[src/rtl/vga_timing_pkg.sv]
// Shared VGA timing definitions for the horizontal and vertical state machines.
//   vga_state_e : 2-bit phase encoding used by both machines
//   H_*/V_*_DEF : 640x480@60 timing constants
//   next_phase  : line/frame phase order
package vga_timing_pkg;

    typedef enum logic [1:0] {
        FRONT_PORCH  = 2'd0,
        SYNC_PULSE   = 2'd1,
        BACK_PORCH   = 2'd2,
        ACTIVE_VIDEO = 2'd3
    } vga_state_e;

    localparam int H_ACTIVE_DEF = 640;
    localparam int H_FRONT_DEF  = 16;
    localparam int H_SYNC_DEF   = 96;
    localparam int H_BACK_DEF   = 48;

    localparam int V_ACTIVE_DEF = 480;
    localparam int V_FRONT_DEF  = 10;
    localparam int V_SYNC_DEF   = 2;
    localparam int V_BACK_DEF   = 33;

    function automatic vga_state_e next_phase(input vga_state_e s);
        case (s)
            ACTIVE_VIDEO: next_phase = FRONT_PORCH;
            FRONT_PORCH:  next_phase = SYNC_PULSE;
            SYNC_PULSE:   next_phase = BACK_PORCH;
            default:      next_phase = ACTIVE_VIDEO;
        endcase
    endfunction

endpackage

[src/rtl/vga_phase_counter.sv]
// Enable-gated phase counter with synchronous clear and terminal-count
// compare against a runtime last value (phase length - 1).
//   clk_i, rst_ni : clock, async active-low reset
//   en_i          : count enable
//   clr_i         : synchronous clear, wins over en_i
//   last_i        : last count value of the current phase
//   cnt_o         : current count
//   tc_o          : cnt_o == last_i
module vga_phase_counter #(
    parameter int CNT_W = 10
) (
    input  logic             clk_i,
    input  logic             rst_ni,
    input  logic             en_i,
    input  logic             clr_i,
    input  logic [CNT_W-1:0] last_i,
    output logic [CNT_W-1:0] cnt_o,
    output logic             tc_o
);

    logic [CNT_W-1:0] cnt_q;

    assign tc_o  = (cnt_q == last_i);
    assign cnt_o = cnt_q;

    always_ff @(posedge clk_i or negedge rst_ni) begin
        if (!rst_ni)
            cnt_q <= '0;
        else if (clr_i)
            cnt_q <= '0;
        else if (en_i)
            cnt_q <= tc_o ? '0 : cnt_q + 1'b1;
    end

endmodule

[src/rtl/horizontal_timing_generator.sv]
// VGA horizontal timing: phase state machine + pixel counter.
//   clk_i, rst_ni : clock, async active-low reset
//   pix_en_i      : pixel-rate clock enable
//   line_rst_i    : synchronous restart to ACTIVE_VIDEO pixel 0
//   hsync_o       : active-low sync, low only in SYNC_PULSE
//   h_active_o    : high in ACTIVE_VIDEO
//   pixel_x_o     : column during active video, 0 otherwise
//   line_end_o    : one-cycle pulse on the last pixel of a line
module horizontal_timing_generator
    import vga_timing_pkg::*;
#(
    parameter int H_ACTIVE = H_ACTIVE_DEF,
    parameter int H_FRONT  = H_FRONT_DEF,
    parameter int H_SYNC   = H_SYNC_DEF,
    parameter int H_BACK   = H_BACK_DEF,
    parameter int CNT_W    = 10
) (
    input  logic             clk_i,
    input  logic             rst_ni,
    input  logic             pix_en_i,
    input  logic             line_rst_i,
    output logic             hsync_o,
    output logic             h_active_o,
    output logic [CNT_W-1:0] pixel_x_o,
    output logic             line_end_o
);

    // Last values rather than lengths so a phase of 2**CNT_W still fits.
    localparam logic [CNT_W-1:0] LAST_ACT = CNT_W'(H_ACTIVE - 1);
    localparam logic [CNT_W-1:0] LAST_FP  = CNT_W'(H_FRONT  - 1);
    localparam logic [CNT_W-1:0] LAST_SP  = CNT_W'(H_SYNC   - 1);
    localparam logic [CNT_W-1:0] LAST_BP  = CNT_W'(H_BACK   - 1);

    vga_state_e       state_q, state_d;
    logic [CNT_W-1:0] phase_last;
    logic [CNT_W-1:0] cnt;
    logic             tc;

    always_comb begin
        phase_last = LAST_FP;
        case (state_q)
            ACTIVE_VIDEO: phase_last = LAST_ACT;
            FRONT_PORCH:  phase_last = LAST_FP;
            SYNC_PULSE:   phase_last = LAST_SP;
            BACK_PORCH:   phase_last = LAST_BP;
            default:      phase_last = LAST_FP;
        endcase
    end

    // The counter self-wraps to 0 on terminal count, so the phase change
    // below and the wrap happen on the same edge. line_rst_i clears it.
    vga_phase_counter #(
        .CNT_W (CNT_W)
    ) u_cnt (
        .clk_i  (clk_i),
        .rst_ni (rst_ni),
        .en_i   (pix_en_i),
        .clr_i  (line_rst_i),
        .last_i (phase_last),
        .cnt_o  (cnt),
        .tc_o   (tc)
    );

    always_ff @(posedge clk_i or negedge rst_ni) begin
        if (!rst_ni)
            state_q <= FRONT_PORCH;
        else
            state_q <= state_d;
    end

    always_comb begin
        state_d = state_q;
        if (line_rst_i)
            state_d = ACTIVE_VIDEO;
        else if (pix_en_i && tc)
            state_d = next_phase(state_q);
    end

    assign hsync_o    = (state_q != SYNC_PULSE);
    assign h_active_o = (state_q == ACTIVE_VIDEO);
    assign pixel_x_o  = h_active_o ? cnt : '0;
    // Suppressed by line_rst_i: the restart replaces this line boundary.
    assign line_end_o = (state_q == BACK_PORCH) && tc && pix_en_i && !line_rst_i;

endmodule

[config.mk]
export PLATFORM = sky130hd
export DESIGN_NAME = horizontal_timing_generator
export DESIGN_NICKNAME = d
export VERILOG_FILES = /design/src/rtl/vga_timing_pkg.sv /design/src/rtl/vga_phase_counter.sv /design/src/rtl/horizontal_timing_generator.sv
export SDC_FILE = /design/constraint.sdc
export NUM_CORES = 1
export LEC_CHECK = 0
export BUFFER_PORTS_ARGS = -buffer_cell sky130_fd_sc_hd__buf_2
export CAP_MARGIN = 15
export CORE_MARGIN = 2
export CORE_UTILIZATION = 40
export CTS_CLUSTER_DIAMETER = 40
export DETAILED_ROUTE_END_ITERATION = 8
export PLACE_DENSITY = 0.74
export SLEW_MARGIN = 20
export SYNTH_ARGS = -nofsm -noshare
export SYNTH_HDL_FRONTEND = slang
export SYNTH_SLANG_ARGS = --single-unit
[constraint.sdc]
create_clock -name clk_i -period 2.2 [get_ports clk_i]
set_clock_uncertainty 0.1 [all_clocks]
set_input_delay 0.22 -clock clk_i [delete_from_list [all_inputs] [get_ports clk_i]]
set_output_delay 0.22 -clock clk_i [all_outputs]
set_load 0.01 [all_outputs]
==> out/qor.yml <==
mostFrequentLayoutCells: "buf_2, buf_4, dfrtp_1"
fill_cells: 182
synthesis.nets: 97
min_period_ps: 2410
setup_violations: 3
clk_latency_ps: 280
ff_latch_area_um2: 302
port_buffers: 16
clk_pin_slew_ps: 80
p_leak_nw: 0.489
wl_per_cell_um: 13.9
slew_headroom_pct: 60.0
antenna_found_initial: 0
comb_power_share_pct: 7.8
synth_area_um2: 843
drcViolationCount: 0
final_layout_size_suffix_gt1_share_pct: 37.9
cts_root_buf: "clkbuf_4"
ys_types: 31
clock-sinks: 12
num_antenna_cells: 0
startpoint: "state_q[0]$_DFFE_PN0P_"
vias_per_cell: 5.43
syn2layout_area_growth_pct: 33.5
mostFrequentLayoutCell: "buf_2"
status: "complete, but fails checks"
worstSetupEndpointType: "primary output"
grt_max_degree: 19
synthCells: 86
grt_remaining_overflow: 0
p_total_w: 0.000441
final-max-slew-violation-count: 0
core_area_um2: 1980
tightest_slew_ps: 585
p_sw_w: 0.000102
final.period_utilization_pct: 110
drtIter0Drc: 7
rows: 16
rsz0062_at_grt: "true"
dieHeight_um: 49.9
fin_nets: 128
critPathKind: "register to primary output"
hold_viol: 0
grt_util_all_layers_pct: 19.1
violations: "negative setup slack"
synth_adder_area_share_pct: 10.4
hp-class: "primary input to register"
power_density_nw_per_um2: 392
place_area_um2: 1030
maxCapViolations: 0
synth-seq-cells: 12
ant_nets: 0
detailed_place_hpwl_um: 1450
numCtsBuffers: 3
grtUsageMet3_pct: 6.36
muxShareOfSynthArea_pct: 2.37
max_clock_freq_mhz: 415
use_met2_pct: 35.1
grt_pass1_wl_um: 3550
clockBufferDepth: 2
worstHoldStart: "pix_en_i"
synth-simple-area-share_pct: 24.6
power_frac_clock_pct: 40.5
synth_top_family_by_area: "simple AND/OR/NAND/NOR gates"
yosys_warnings: 0
io_pins: 17
grt_busiest_layer: "met2"
cts_tree: "built"
ys_seq_area_share_pct: 35.6
fin_ws_ps: -210
synthXorXnorAreaFrac_pct: 4.15
die_area_um2: 2490
gp_congestion: 0.801
die_x_um: 49.9
drt_wl_total_um: 1980
use_met1_pct: 21.7
fin_hold_ws_ps: 139
cts-htree-levels: 1
crit_arrival_ps: 2090
first_pass_iters: 4
first_global_vias: 785
ir_worst_vdd_uv: 314
switching_share_pct: 23.1
synth.avg_cell_area_um2: 9.81
stdcell_area_um2: 1130
internal-power_w: 0.000340
start_util_pct: 42.6
cp_max_fo: 4
crit_required_ps: 1880
seq_power_share_pct: 51.7
finalSetupTns_ps: -353
multi_input_area_um2: 527
timing.rr.start: "state_q[0]$_DFFE_PN0P_"
vias: 776
worstSetupStartpointType: "register"
synth_compound_area_share_pct: 17.1
-- state kept, by name, indices dropped and copies added (netlist names) --
signal / flops
u_cnt.cnt_o: 10
state_q: 2
-- cell families (layout without fill, tap and decap cells) --
group / after synthesis / after routing
compound gates: 17 / 17
fa+ha+maj: 7 / 7
mux: 2 / 2
xor+xnor: 4 / 4
simple gates: 34 / 34
flops: 12 / 12
buf+inv: 10 / 40
-- per-stage QoR --
stage	setup WS, ps	cells	utilization (%)
floorplan	-184	86	-
global placement	24.7	134	52.1
detailed placement	-15.2	134	52.1
CTS	-251	144	57.4
global route	-315	143	56.8
finish	-210	143	56.8
-- critical path, stage by stage, from the launching register on --
cell and delay, ps:
dfrtp_1 420, buf_6 130, ha_4 170, ha_4 200, or3_4 350, a2111oi_4 210
and3b_2 230, buf_6 100
-- routing by layer --
metal / wire length (um) / vias up
met3: 92 / 0
met2: 1010 / 22
met1: 879 / 377
met5: 0 / -
met4: 0 / 0
li1: - / 377
-- final cells by class --
cell class	instances	share of cell area, %
Inverter	5	1.67
Tap cell	27	3.00
Clock buffer	4	3.22
Timing Repair Buffer	31	18.6
Multi-Input combinational cell	64	46.8
Sequential cell	12	26.8
-- Yosys cell counts, drive strengths merged --
library cell  count  share of area (%)
or3               3                2.5
clkbuf            3                1.6
o32ai             1                1.0
o21ai             3                1.8
buf               2                1.9
and3b             1                1.0
dfrtp            12                 36
nor3              3                1.8
inv               5                2.2
nor2              4                1.8
xor2              3                3.1
nand3             2                1.2
or4               5                4.9
mux2i             2                2.4
o2111ai           1                1.0
nand3b            2                1.8
xnor2             1                1.0
ha                7                 10
o211ai            1               0.89
and2              9                6.8
a211oi            5                4.5
nand2             3                1.3
o31ai             4                3.6
a2111oi           2                4.3
nand4             2                1.5
-- path summary, 6_finish.rpt --
| path | to | slack [ps] | cells past startpoint |
|---|---|---|---|
| worst max register to register | u_cnt.cnt_o[1]$_DFFE_PN0P_ | -80 | 5 |
| worst max-delay path | line_end_o | -210 | 7 |
| max in group asynchronous | state_q[1]$_DFFE_PN0P_ | 1510 | 2 |
| worst min register to register | u_cnt.cnt_o[1]$_DFFE_PN0P_ | 500 | 2 |
| min in group asynchronous | u_cnt.cnt_o[3]$_DFFE_PN0P_ | 250 | 2 |
| worst min-delay path | u_cnt.cnt_o[1]$_DFFE_PN0P_ | 140 | 2 |
-- timing repair --
item                                    4_1_cts  5_1_grt
setup buffers                                 5        0
endpoints found under the setup margin        3       10
endpoints found under the hold margin        12        0
pin swaps                                     5        2
hold buffers                                  1        0
gates resized for setup                       5        0
-- power groups by stage --
| stage | logic (W) | registers, W | clock network (W) |
|---|---|---|---|
| 2_1_floorplan | 0.0000219 | 0.000232 | 0 |
| 5_1_grt | 0.0000393 | 0.000229 | 0.000197 |
| 3_3_place_gp | 0.0000326 | 0.000232 | 0 |
| 4_1_cts | 0.0000348 | 0.000228 | 0.000183 |
| 6_report | 0.0000344 | 0.000228 | 0.000179 |
| 3_5_place_dp | 0.0000332 | 0.000233 | 0 |
No activity file was read; power rests on OpenSTA's default activity.
